[src/rtl/alu_pkg.sv]
// alu_pkg: opcodes, FSM state encoding and default width shared by the sequential ALU.
package alu_pkg;
    localparam int ALU_WIDTH = 7;
    localparam logic [2:0] OP_NOT  = 3'd0;
    localparam logic [2:0] OP_ROR1 = 3'd1;
    localparam logic [2:0] OP_NOP  = 3'd2;
    localparam logic [2:0] OP_AND  = 3'd3;
    localparam logic [2:0] OP_OR   = 3'd4;
    localparam logic [2:0] OP_ADD  = 3'd5;
    localparam logic [2:0] OP_RORN = 3'd6;
    localparam logic [2:0] OP_MUL  = 3'd7;
    typedef enum logic [1:0] {IDLE, EXEC, DONE} state_t;
endpackage

[src/rtl/alu_comb_core.sv]
// alu_comb_core: single-cycle ops 0-5 with flag generation.
// Build option ALU_SAT_EN: saturate ADD to all ones on carry out.
module alu_comb_core
    import alu_pkg::*;
#(
    parameter int WIDTH = ALU_WIDTH
) (
    input  logic [WIDTH-1:0] a_i,
    input  logic [WIDTH-1:0] b_i,
    input  logic [2:0]       op_i,
    output logic [WIDTH-1:0] result_o,
    output logic             flag_o
);
    logic [WIDTH:0]   sum;
    logic [WIDTH-1:0] add_res;
    assign sum = {1'b0, a_i} + {1'b0, b_i};
`ifdef ALU_SAT_EN
    assign add_res = sum[WIDTH] ? '1 : sum[WIDTH-1:0];
`else
    assign add_res = sum[WIDTH-1:0];
`endif
    // Anything outside 0-5 (op 6 with zero shift) falls through to pass a.
    always_comb begin
        result_o = op_i == OP_NOT  ? ~a_i :
                   op_i == OP_ROR1 ? {a_i[0], a_i[WIDTH-1:1]} :
                   op_i == OP_AND  ? a_i & b_i :
                   op_i == OP_OR   ? a_i | b_i :
                   op_i == OP_ADD  ? add_res : a_i;
        flag_o   = op_i == OP_ADD ? sum[WIDTH] : result_o == '0;
    end
endmodule

[src/rtl/alu_seq_unit.sv]
// alu_seq_unit: handshaked 7-bit ALU with iterative rotate-by-N and shift-add multiply.
// Build option ALU_SAT_EN (see alu_comb_core) selects saturating ADD.
module alu_seq_unit
    import alu_pkg::*;
#(
    parameter int WIDTH     = ALU_WIDTH,
    parameter int MUL_STEPS = WIDTH
) (
    input  logic             clk,
    input  logic             reset,
    input  logic             in_valid,
    output logic             in_ready,
    input  logic [WIDTH-1:0] a,
    input  logic [WIDTH-1:0] b,
    input  logic [2:0]       op,
    output logic             out_valid,
    input  logic             out_ready,
    output logic [WIDTH-1:0] result,
    output logic             flag
);
    localparam int MAXS = MUL_STEPS > 7 ? MUL_STEPS : 7;
    localparam int CW   = $clog2(MAXS + 1);

    state_t             state_q;
    logic [WIDTH-1:0]   a_q, b_q, result_q, rot_d, core_res;
    logic [2:0]         op_q;
    logic [CW-1:0]      cnt_q;
    logic [2*WIDTH-1:0] mcand_q, acc_q, acc_d;
    logic               flag_q, in_ready_q, out_valid_q, core_flag, last;

    alu_comb_core #(.WIDTH(WIDTH)) u_core (
        .a_i      (a),
        .b_i      (b),
        .op_i     (op),
        .result_o (core_res),
        .flag_o   (core_flag)
    );

    // Multiply consumes b_q LSB-first while the multiplicand shifts left.
    always_comb begin
        rot_d = {a_q[0], a_q[WIDTH-1:1]};
        acc_d = acc_q + (b_q[0] ? mcand_q : '0);
        last  = cnt_q == CW'(1);
    end

    always_ff @(posedge clk) begin
        if (!reset) begin
            state_q     <= IDLE;
            a_q         <= '0;
            b_q         <= '0;
            op_q        <= '0;
            cnt_q       <= '0;
            mcand_q     <= '0;
            acc_q       <= '0;
            result_q    <= '0;
            flag_q      <= 1'b0;
            in_ready_q  <= 1'b1;
            out_valid_q <= 1'b0;
        end else begin
            case (state_q)
                IDLE: if (in_valid) begin
                    a_q        <= a;
                    b_q        <= b;
                    op_q       <= op;
                    mcand_q    <= {{WIDTH{1'b0}}, a};
                    acc_q      <= '0;
                    in_ready_q <= 1'b0;
                    if (op == OP_MUL) begin
                        state_q <= EXEC;
                        cnt_q   <= CW'(MUL_STEPS);
                    end else if (op == OP_RORN && b[2:0] != 3'd0) begin
                        state_q <= EXEC;
                        cnt_q   <= CW'(b[2:0]);
                    end else begin
                        state_q     <= DONE;
                        result_q    <= core_res;
                        flag_q      <= core_flag;
                        out_valid_q <= 1'b1;
                    end
                end
                EXEC: begin
                    cnt_q <= cnt_q - CW'(1);
                    if (op_q == OP_MUL) begin
                        acc_q   <= acc_d;
                        mcand_q <= mcand_q << 1;
                        b_q     <= b_q >> 1;
                    end else begin
                        a_q <= rot_d;
                    end
                    if (last) begin
                        state_q     <= DONE;
                        out_valid_q <= 1'b1;
                        result_q    <= op_q == OP_MUL ? acc_d[WIDTH-1:0] : rot_d;
                        flag_q      <= op_q == OP_MUL ? |acc_d[2*WIDTH-1:WIDTH] : rot_d == '0;
                    end
                end
                DONE: if (out_ready) begin
                    state_q     <= IDLE;
                    out_valid_q <= 1'b0;
                    in_ready_q  <= 1'b1;
                end
                default: state_q <= IDLE;
            endcase
        end
    end

    assign in_ready  = in_ready_q;
    assign out_valid = out_valid_q;
    assign result    = result_q;
    assign flag      = flag_q;
endmodule

[config.mk]
export PLATFORM = sky130hd
export DESIGN_NAME = alu_seq_unit
export DESIGN_NICKNAME = d
export VERILOG_FILES = /design/src/rtl/alu_pkg.sv /design/src/rtl/alu_comb_core.sv /design/src/rtl/alu_seq_unit.sv
export SDC_FILE = /design/constraint.sdc
export NUM_CORES = 1
export LEC_CHECK = 0
export CAP_MARGIN = 20
export CORE_MARGIN = 4
export CORE_UTILIZATION = 25
export CTS_CLUSTER_SIZE = 20
export DETAILED_ROUTE_END_ITERATION = 8
export HOLD_SLACK_MARGIN = 0.12
export SLEW_MARGIN = 20
export SYNTH_ARGS = -nofsm -noshare
export SYNTH_HDL_FRONTEND = slang
export SYNTH_SLANG_ARGS = --single-unit
[constraint.sdc]
create_clock -name clk -period 4.5 [get_ports clk]
set_input_delay 0.9 -clock clk [delete_from_list [all_inputs] [get_ports clk]]
set_output_delay 0.9 -clock clk [all_outputs]
set_load 0.05 [all_outputs]
==> reports/metrics.cfg <==
[timing]
fin_worst_skew_ns = 0.00744
finalHoldViolCount = 0
period_share_pct = 71.2
holdWs_ns = 0.454
finalSetupViolations = 0
rsz0062_at_grt = false
fin_tns_setup_ns = 0
slew_headroom_pct = 52.2
final_max_slew_viol_count = 0
tightest_slew_ns = 0.715
max_freq_mhz = 312
period_needed_ns = 3.20

[route]
highest_layer = met4
drc = 0
num_vias = 3972
drt-met1-wl_mm = 6.15
drt_iter0_drc = 251
drt_wl_total_mm = 12.0
first_pass_iters = 4
post_drt_wl_per_cell_um = 15.1
vias_per_cell = 5.00
ant_nets = 0
wl_met2_mm = 5.05
wl_met3_um = 458

[clocking]
cts-buffers-inserted = 9
h-tree-depth = 3
cts.sinks = 60
clock_path_buffers = 2
cts_resized = 0
ctsHoldBuffers = 0
clock-root-buffer = clkbuf_16
cts_tree = yes
insertion_delay_ns = 0.34
clk_pin_slew_ns = 0.05
post_cts_buffers = 0

[place]
numPortBuffers = 30
gp_congestion = 0.872
placed_area_um2 = 4790
dp_hpwl_mm = 8.74

[layout]
antenna_cells = 0
post-route-cell-area_um2 = 5090
finalNetCount = 623
final_common_cell = nand2_1
areaGrowthSynthToFinish_pct = 19.4
final_cell_mix = nand2_1 (82), dfxtp_1 (60), nor2_1 (32), nand3_1 (31)
drive_gt1_share_pct = 7.30

[logic_synthesis]
synth_top_area_share_pct = 28.1
yosys.area.top_type = dfxtp_1
synth_edf_count = 0
avgSynthCellArea_um2 = 7.75
async_reset_ff_share_pct = 0
syn-num-nets = 603
synth_cell_types = 59
ys_seq_area_share_pct = 28.1
synth_area_leaders = dfxtp_1 (28%), ha_1 (8.5%), nand2_1 (7.2%)
synth-seq-cells = 60
syn-instance-count = 551
synth_ff_type = dfxtp_1
yosys_warnings = 0
netlist_area_um2 = 4270

[critical_path]
endpoint_kind = flop
startpoint_type = input port
required_ns = 4.71
path_max_fanout = 6
criticalPathCategory = in -> reg
cp.arrival_ns = 3.41

[power]
p_leak_nw = 2.01
power_mw = 1.59
vdd_ir_drop_max_mv = 0.129
p_per_area_nw_per_um2 = 311

[die]
die_y_um = 139
die-width_um = 139
core-area_um2 = 16600
rows = 47
die_area_um2 = 19200
initial_utilization_pct = 25.6
io_pins = 31

[global_route]
antenna_found_initial = 0
grt-ovfl-total = 0
grt_pass1_wl_mm = 19.8
grt_usage_pct = 12.6
grt_max_degree = 62
grt_pass1_vias = 3803

[flow_run]
cap_violations = 0

[outcome]
status = finished, final reports clean

[min_path]
hold_class = reg -> reg

-- flip-flops by register name (all words and copies together) (netlist names) --
name	flops
result	7
a_q	7
acc_q	14
op_q	3
mcand_q	14
out_valid	1
state_q	2
cnt_q	3
in_ready	1
b_q	7
flag	1
-- area by class of cell --
| cell class | count | area (um^2) |
|---|---|---|
| inverter | 30 | 113 |
| sequential | 60 | 1200 |
| clock buffer | 14 | 274 |
| tap | 220 | 275 |
| multi-input combinational | 429 | 2820 |
| timing repair buffer | 41 | 378 |
| fill | 1812 | 11500 |
| clock inverter | 1 | 30.0 |
-- report_power, final --
| part | switching, mW | total [mW] | leakage, nW | internal [mW] |
|---|---|---|---|---|
| registers | 0.0280 | 0.590 | 0.490 | 0.562 |
| logic | 0.173 | 0.286 | 1.37 | 0.113 |
| clock network | 0.240 | 0.711 | 0.149 | 0.471 |
| total | 0.441 | 1.59 | 2.01 | 1.14 |
-- through the flow --
step                      util, %  cells  setup WS [ns]
after floorplan                 -    551           1.83
after global placement       28.8    780           1.00
after detailed placement     28.8    780          0.981
after CTS                    30.6    795           1.31
after global routing         30.6    795           1.04
final                        30.6    795           1.30
-- path summary, 6_finish.rpt --
path,slack [ns],depth (start not counted),endpoint,from
worst max-delay path,1.30,11,flag,a[1]
worst min-delay path,0.45,2,result[5],result[5]
worst max register to register,1.44,12,flag,b_q[0]
worst min register to register,0.45,2,result[5],result[5]
-- cell families after synthesis --
kind of cell,synth area share [%]
adders and majority gates,9.44
DFF,28.1
muxes,1.17
and+or+nand+nor,21.5
buffers and inverters,5.75
AOI/OAI and AO/OA,30.7
xor gates and xnor gates,3.28
-- cells in the mapped netlist, types with 10 or more instances --
library cell,number
and2_1,22
o21ai_0,25
o211ai_1,15
xnor2_1,14
nand3_1,31
nor2_1,32
a211oi_1,10
o211a_1,12
a21oi_1,22
clkbuf_1,21
dfxtp_1,60
a22oi_1,10
inv_1,27
a21boi_0,29
ha_1,29
nand2_1,82
-- layer usage --
layer  GRT usage, %  vias up
met5              0        -
met1           17.9     1865
met4           5.82        0
met3           2.03       18
li1               -     2006
met2           18.6       83
-- worst max-delay path, cell delays in order --
cell and delay [ns]:
clkdlybuf4s50_1 0.58, inv_1 0.13, ha_1 0.33, a211oi_1 0.30
o21ai_1 0.13, a31oi_1 0.25, o21ai_1 0.12, nor3_1 0.20
nand4_1 0.13, o41ai_2 0.23, o31ai_1 0.11
Power figures use the tool's default switching activity.
